===== src/rtl/spram_fifo_ctrl.sv =====
// Word FIFO on a 1-port RAM with a 2-entry output buffer. Latency 3 cycles from empty; in_ready drops when RAM full or a read wins arbitration.
// Optional sticky protocol-error detection under `define SPRAM_FIFO_ERR_EN (err tied low otherwise).
module spram_fifo_ctrl #(
    parameter int AWIDTH    = 11,
    parameter int DWIDTH    = 40,
    parameter int NUM_WORDS = 2048
) (
    input  logic              clk,
    input  logic              resetn,
    input  logic              in_valid,
    input  logic [DWIDTH-1:0] in_data,
    output logic              in_ready,
    output logic              out_valid,
    output logic [DWIDTH-1:0] out_data,
    input  logic              out_ready,
    output logic [AWIDTH:0]   level,
    output logic [AWIDTH-1:0] ram_address,
    output logic              ram_wren,
    output logic [DWIDTH-1:0] ram_data,
    input  logic [DWIDTH-1:0] ram_out,
    output logic              err
);
    typedef enum logic {PREF_WR = 1'b0, PREF_RD = 1'b1} rr_e;

    localparam logic [AWIDTH:0]   DEPTH    = (AWIDTH+1)'(NUM_WORDS);
    localparam logic [AWIDTH-1:0] LAST_PTR = AWIDTH'(NUM_WORDS - 1);

    logic [AWIDTH-1:0] wr_ptr_q, wr_ptr_d, rd_ptr_q, rd_ptr_d;
    logic [AWIDTH:0]   ram_words_q, ram_words_d;
    logic              inflight_q, inflight_d;
    logic [1:0]        obuf_cnt_q, obuf_cnt_d;
    logic [DWIDTH-1:0] obuf0_q, obuf0_d, obuf1_q, obuf1_d;
    rr_e               rr_q, rr_d;
    logic [AWIDTH:0]   level_q, level_d;
    logic [AWIDTH-1:0] addr_q, addr_d;
    logic [DWIDTH-1:0] wdata_q, wdata_d;

    logic ram_not_full, read_req, write_req, grant_rd, grant_wr, pop;

    assign ram_not_full = (ram_words_q < DEPTH);
    assign read_req     = (ram_words_q != '0) && ((obuf_cnt_q + {1'b0, inflight_q}) < 2'd2);
    assign write_req    = in_valid && ram_not_full;
    assign grant_rd     = read_req && (!write_req || rr_q == PREF_RD);
    assign grant_wr     = write_req && (!read_req || rr_q == PREF_WR);
    assign pop          = (obuf_cnt_q != 2'd0) && out_ready;

    // Independent of in_valid: the read wins only when it is its turn.
    assign in_ready    = ram_not_full && !(read_req && rr_q == PREF_RD);
    assign out_valid   = (obuf_cnt_q != 2'd0);
    assign out_data    = obuf0_q;
    assign level       = level_q;
    assign ram_wren    = grant_wr;
    assign ram_address = addr_d;
    assign ram_data    = wdata_d;

    always_comb begin
        wr_ptr_d    = wr_ptr_q;
        rd_ptr_d    = rd_ptr_q;
        ram_words_d = ram_words_q;
        rr_d        = rr_q;
        addr_d      = addr_q;
        wdata_d     = wdata_q;
        inflight_d  = grant_rd;

        if (read_req && write_req) begin
            rr_d = (rr_q == PREF_WR) ? PREF_RD : PREF_WR;
        end

        if (grant_wr) begin
            addr_d      = wr_ptr_q;
            wdata_d     = in_data;
            wr_ptr_d    = (wr_ptr_q == LAST_PTR) ? '0 : wr_ptr_q + 1'b1;
            ram_words_d = ram_words_q + 1'b1;
        end else if (grant_rd) begin
            addr_d      = rd_ptr_q;
            rd_ptr_d    = (rd_ptr_q == LAST_PTR) ? '0 : rd_ptr_q + 1'b1;
            ram_words_d = ram_words_q - 1'b1;
        end
    end

    // Pop shifts first, so a same-cycle capture lands behind whatever remains.
    always_comb begin
        obuf0_d    = obuf0_q;
        obuf1_d    = obuf1_q;
        obuf_cnt_d = obuf_cnt_q;
        if (pop) begin
            obuf0_d    = obuf1_q;
            obuf_cnt_d = obuf_cnt_q - 2'd1;
        end
        if (inflight_q) begin
            if (obuf_cnt_d == 2'd0) begin
                obuf0_d = ram_out;
            end else begin
                obuf1_d = ram_out;
            end
            obuf_cnt_d = obuf_cnt_d + 2'd1;
        end
    end

    assign level_d = ram_words_d + (AWIDTH+1)'(inflight_d) + (AWIDTH+1)'(obuf_cnt_d);

    always_ff @(posedge clk or negedge resetn) begin
        if (!resetn) begin
            wr_ptr_q    <= '0;
            rd_ptr_q    <= '0;
            ram_words_q <= '0;
            inflight_q  <= 1'b0;
            obuf_cnt_q  <= 2'd0;
            obuf0_q     <= '0;
            obuf1_q     <= '0;
            rr_q        <= PREF_WR;
            level_q     <= '0;
            addr_q      <= '0;
            wdata_q     <= '0;
        end else begin
            wr_ptr_q    <= wr_ptr_d;
            rd_ptr_q    <= rd_ptr_d;
            ram_words_q <= ram_words_d;
            inflight_q  <= inflight_d;
            obuf_cnt_q  <= obuf_cnt_d;
            obuf0_q     <= obuf0_d;
            obuf1_q     <= obuf1_d;
            rr_q        <= rr_d;
            level_q     <= level_d;
            addr_q      <= addr_d;
            wdata_q     <= wdata_d;
        end
    end

`ifdef SPRAM_FIFO_ERR_EN
    logic [8:0] stall_cnt_q, stall_cnt_d;
    logic       err_q, err_d, ov_q, ordy_q, stall;

    assign stall = in_valid && !in_ready;

    always_comb begin
        stall_cnt_d = stall_cnt_q;
        if (!stall) begin
            stall_cnt_d = '0;
        end else if (stall_cnt_q != 9'd256) begin
            stall_cnt_d = stall_cnt_q + 9'd1;
        end
        // 256th consecutive stall cycle, or a word withdrawn without being taken.
        err_d = err_q || (stall && stall_cnt_q >= 9'd255) || (ov_q && !ordy_q && !out_valid);
    end

    always_ff @(posedge clk or negedge resetn) begin
        if (!resetn) begin
            stall_cnt_q <= '0;
            err_q       <= 1'b0;
            ov_q        <= 1'b0;
            ordy_q      <= 1'b0;
        end else begin
            stall_cnt_q <= stall_cnt_d;
            err_q       <= err_d;
            ov_q        <= out_valid;
            ordy_q      <= out_ready;
        end
    end

    assign err = err_q;
`else
    assign err = 1'b0;
`endif
endmodule


===== config.mk =====
export PLATFORM = sky130hd
export DESIGN_NAME = spram_fifo_ctrl
export DESIGN_NICKNAME = d
export VERILOG_FILES = /design/src/rtl/spram_fifo_ctrl.sv
export SDC_FILE = /design/constraint.sdc
export NUM_CORES = 1
export LEC_CHECK = 0
export ABC_AREA = 0
export BUFFER_PORTS_ARGS = -buffer_cell sky130_fd_sc_hd__buf_2
export CAP_MARGIN = 5
export CORE_AREA = 2 2 136 138
export CTS_CLUSTER_SIZE = 25
export DETAILED_ROUTE_END_ITERATION = 7
export DIE_AREA = 0 0 138 140
export PLACE_DENSITY = 0.71
export SYNTH_ARGS = -nofsm -noshare
export SYNTH_HDL_FRONTEND = slang
export SYNTH_SLANG_ARGS = --single-unit

===== constraint.sdc =====
create_clock -name clk -period 3.45 [get_ports clk]
set_clock_uncertainty 0.1 [all_clocks]
set_input_delay 0.1725 -clock clk [delete_from_list [all_inputs] [get_ports clk]]
set_output_delay 0.1725 -clock clk [all_outputs]
set_load 0.05 [all_outputs]

* After elaboration in Yosys (flattened, before gate mapping) *
Index checks and enable logic that the tools add are counted.
W data, S select, Z words.

storage, ports and cells
  bits in writable memories = 0
  memories kept = 0
  flip-flop bits (word level) = 181
  input bits = 84
  memory bits (read-only) = 0
  latch bits = 0

cells by class
  multiply operators = 0
  magnitude comparators = 2
  reductions and logical operators = 18
  divide/modulo/power cells = 0
  mux-type cells = 13
  equality and inequality tests = 2
  bitwise logic cells = 3
  shift operators = 0
  $add $sub $neg = 9

operators with widths
  operator                 number
  $mux W40                 4
  $mux W11                 4
  $mux W12                 2
  $add A11 B1 Y11 const B  2
  $eq A11 B11 Y1 const B   2
  $add A12 B1 Y12          1
  $add A12 B1 Y12 const B  1
  $add A12 B2 Y12          1
  $lt A12 B12 Y1 const B   1
  $reduce_bool A12 Y1      1
  $sub A12 B1 Y12 const B  1
  $logic_and A1 B1 Y1      8
  $mux W2                  2
  $reduce_and A2 Y1        2
  $logic_not A1 Y1         3
  $not A1 Y1               3
  $add A2 B1 Y2            1
  $add A2 B1 Y2 const B    1
  $logic_not A2 Y1         1
  $logic_or A1 B1 Y1       2
  $lt A2 B2 Y1 const B     1
  $reduce_bool A2 Y1       1
  $sub A2 B1 Y2 const B    1
  $mux W1                  1

* Depth between registers and ports, before layout *
  word-level depth = 9
  depth in mapped cells = 14
  mapped depth without buffers = 14

* Least setup slack after synthesis *
No wires, ideal clock.

  kind = register -> register
  start point = reg ram_words_q[0]
  end point = reg level_q[6] (netlist: level[6])
  path buffers = 1
  data arrival time = 3.154 ns
  path slack = 0.066 ns
  stages on the path, launching flop included = 15
  cells stage by stage = dfrtp_1 inv_1 ha_1 nor4b_2 and3_1 nor2_1 nor2_1 clkbuf_1 xnor2_1 ha_1 a21o_1 fa_1 and3_4 and3_1 xor2_1

between the ends
  word-level cells in the longest chain between the ends = 9
  elaborated cells on any way between the ends = 16
  classes of those cells = add/sub (4); order compare (1); mux (2); reduce/logical (9)

RTL lines
  item                    RTL line  source
  from (decl)             29        logic [AWIDTH:0] ram_words_q, ram_words_d;
  from (signal assigned)  118       ram_words_q <= ram_words_d;
  $lt A12 B12 Y1          40        assign ram_not_full = (ram_words_q < DEPTH);
  $logic_and A1 B1 Y1     42        assign write_req = in_valid && ram_not_full;
  $logic_not A1 Y1        43        assign grant_rd = read_req && (!write_req || rr_q == PREF_RD);
  $logic_or A1 B1 Y1      43
  $logic_and A1 B1 Y1     43
  $mux W12                74        end else if (grant_rd) begin
  $mux W12 (*)            69        if (grant_wr) begin
  net ram_words_d[0]      29
  $add A12 B1 Y12 (*)     100       assign level_d = ram_words_d + (AWIDTH+1)'(inflight_d) + (AWIDTH+1)'(obuf_cnt_d);
  $add A12 B2 Y12 (*)     100
  net level_d[6]          34        logic [AWIDTH:0] level_q, level_d;
  to (signal assigned)    124       level_q <= level_d;
  to (decl)               34

Mark *: on every way through the listed nets, which the timed path passes. The rest lies on a longest branch.
A chain may end at the register's enable or synchronous reset.

* Final worst setup path *
Same ends and word-level chain as after synthesis.

==> flow_summary_export.csv <==
group,metric,value,unit
logic_synthesis,avgSynthCellArea,10.9,um2
worst_hold_path,holdPathStages,4,
logic_synthesis,synth_nets,820,
global_routing,grt_overflow,0,
global_routing,antenna_found_initial,0,
place,dp_hpwl,11.6,mm
worst_setup_path,cp_max_fo,5,
worst_hold_path,hold_end,"rr_q",
worst_setup_path,rrSetupSlack,200,ps
worst_setup_path,timing.rr.start,"ram_words_q[0]",
routing,drt-pass1-iter-count,5,
run_status,status,"complete, no violations",
worst_setup_path,timing.critical_path.required,3650,ps
worst_hold_path,hold_start,"in_valid",
floorplanning,die-height,140,um
place,place_congestion,0.900,
logic_synthesis,seq_area_frac_synth,57.2,%
logic_synthesis,syn_area,7910,um2
global_routing,grt_usage,19.0,%
floorplanning,start_util,44.5,%
routing,vias_per_cell,5.01,
worst_setup_path,ff2ff_path_depth,13,
worst_setup_path,cp-start-kind,"flop",
logic_synthesis,ys_warn_count,0,
clock_network,cts_setup_buffers,0,
clock_network,worstSkewPairLatency,420,ps
sta,fin_crit,3250,ps
logic_synthesis,async_flop_share,100,%
routing,antenna_left,0,
worst_setup_path,cp.arrival,3450,ps
clock_network,cts_buffers,17,
worst_hold_path,min_path_type,"primary input to flop",
logic_synthesis,synth_edf_count,0,
clock_network,cts_tree,"built",
logic_synthesis,ys_seq_elements,181,
clock_network,clock-sinks,181,
floorplanning,die_w,138,um
final_layout,area_growth,33.1,%
logic_synthesis,synth_cells,727,
place,place.port_buffers,189,
flow_run,cap_violations,0,
clock_network,clk_path_buf_depth,2,
clock_network,clkSlewWorstSetupHoldPaths,70,ps
routing,drcViolationCount,0,
final_layout,drive_gt1_share,29.8,%
routing,wl_per_cell,14.6,um
routing,drt_iter0_drc,344,
global_routing,grt_pass1_wl,30.3,mm
worst_setup_path,cp-end-kind,"flop",
sta,report.final.slew_viol_count,0,
global_routing,grt_pass1_vias,6164,
sta,worstMarginPinSlew,707,ps
floorplanning,die_area,19300,um2
floorplanning,rows,49,
routing,via_count,6175,
sta,slew_headroom,52.9,%
routing,wirelength,17.9,mm
worst_setup_path,r2r-end,"level[6]",
sta,tns,0,ps
global_routing,grt_max_degree,79,
worst_setup_path,critPathKind,"flop to flop",
sta,min_period_over_period,94.1,%
floorplanning,core,17800,um2
logic_synthesis,synth.distinct_cells,64,
sta,rsz0062_at_grt,"no",
clock_network,clock-root-buffer,"clkbuf_16",
logic_synthesis,synth_ff_type,"dfrtp_1",
sta,setup_violations,0,
final_layout,nets,1083,
clock_network,htree_levels,4,
floorplanning,ios,191,
sta,finalHoldViolCount,0,
sta,timing.fmax,0.308,GHz
cells in the mapped netlist (2+ instances only):
cell,n,area (um2)
nand2_1,187,702
dfrtp_1,181,4530
o21ai_0,45,225
mux2_2,40,450
mux2i_1,40,400
clkbuf_1,27,101
nor2_1,23,86.3
xnor2_1,22,193
inv_1,16,60.1
nand4_1,15,93.8
xor2_1,14,123
a21oi_1,8,40.0
a222oi_1,8,80.1
ha_1,8,100
nand3_1,8,40.0
and3_1,7,43.8
and2_1,5,31.3
buf_1,5,18.8
a31oi_1,4,25.0
nor2b_1,4,25.0
nor3_1,4,20.0
buf_2,3,15.0
o22ai_1,3,18.8
xnor2_2,3,48.8
a21o_1,2,15.0
buf_4,2,15.0
nand2b_1,2,12.5
nor3_2,2,20.0
o2111ai_1,2,17.5
o211ai_1,2,15.0
xor2_2,2,32.5
worst max-delay path by stage:
stage	start	to	slack (ps)	cells after the start
global route	ram_words_q[0]	level[6]	40	13
detailed placement	ram_words_q[0]	level[6]	150	13
finish	ram_words_q[0]	level[6]	200	13
floorplan	ram_words_q[0]	level[6]	70	14
global placement	ram_words_q[0]	level[6]	250	13
CTS	ram_words_q[0]	ram_address[3]	60	10
registers in the layout (all words and copies together) (netlist names):
name / cells
obuf1_q: 40
out_data: 40
wdata_q: 40
level: 12
ram_words_q: 12
addr_q: 11
rd_ptr_q: 11
wr_ptr_q: 11
obuf_cnt_q: 2
inflight_q: 1
rr_q: 1
metrics by stage:
step                      std cells  setup slack [ps]  utilization, %  hold slack (ps)  cell area, um2
final                          1233               204            59.2              144           10500
after global routing           1232              37.9            59.2              156           10500
after CTS                      1232              63.1            59.1              130           10500
after detailed placement       1119               153            51.4              125            9140
after global placement         1119               253            51.4              123            9140
after floorplan                 727              66.3               -             -223            7910
logic make-up after synthesis:
family	count (synthesis)	synth area share (%)
AOI/OAI and AO/OA	87	7.15
xor gates and xnor gates	41	5.01
adders and majority gates	9	1.52
buffers and inverters	56	2.92
DFF	181	57.2
muxes	80	10.8
other	1	0.0474
and+or+nand+nor	272	15.4
layout by cell type (no fill, tap or decap), types with 3 or more instances in the layout:
cell	instances
o21ai_0	45
nand2_1	186
inv_6	3
inv_8	3
and3_1	7
ha_1	7
xnor2_1	22
a222oi_1	8
and2_1	4
dlygate4sd3_1	81
a31oi_1	4
a21oi_1	8
buf_2	188
clkinvlp_4	3
mux2_2	40
nand4_1	15
o22ai_1	3
inv_1	16
buf_12	3
buf_4	8
clkinv_4	3
xor2_1	14
nor3_1	4
dfrtp_1	181
nand3_1	8
nor2b_1	3
nor2_1	23
xnor2_2	3
mux2i_1	40
clkbuf_16	17
worst max-delay path: stages (launching register included):
cell	delay, ps
dfrtp_1	430
inv_1	100
ha_2	220
nor4b_4	230
and3_1	200
nor2_1	50
nor2_1	180
xnor2_1	170
ha_1	290
a21o_1	200
fa_1	430
and3_4	200
and3_1	190
xor2_1	130
per-layer routing:
metal | vias up | GRT usage [%] | wire, um
met5 | - | 0 | 0
met4 | 0 | 5.32 | 260
met3 | 20 | 3.97 | 930
met2 | 186 | 31.3 | 8620
met1 | 2975 | 25.7 | 8130
li1 | 2994 | - | -
repair_timing:
action,CTS,global route
gates resized for setup,0,3
endpoints found under the hold margin,188,0
setup endpoints to repair,0,52
hold buffers,81,0
cell type report:
class	count	area [um2]
Clock inverter	13	114
Tap cell	229	287
Timing Repair Buffer	282	1890
Antenna cell	1	2.50
Inverter	18	70.1
Multi-Input combinational cell	490	3180
Fill cell	1448	7250
Sequential cell	181	4530
Clock buffer	19	453
Power is left out: the tool's default activity adds up to more than one toggle a clock period on the data nets, which glitch-free logic cannot reach.
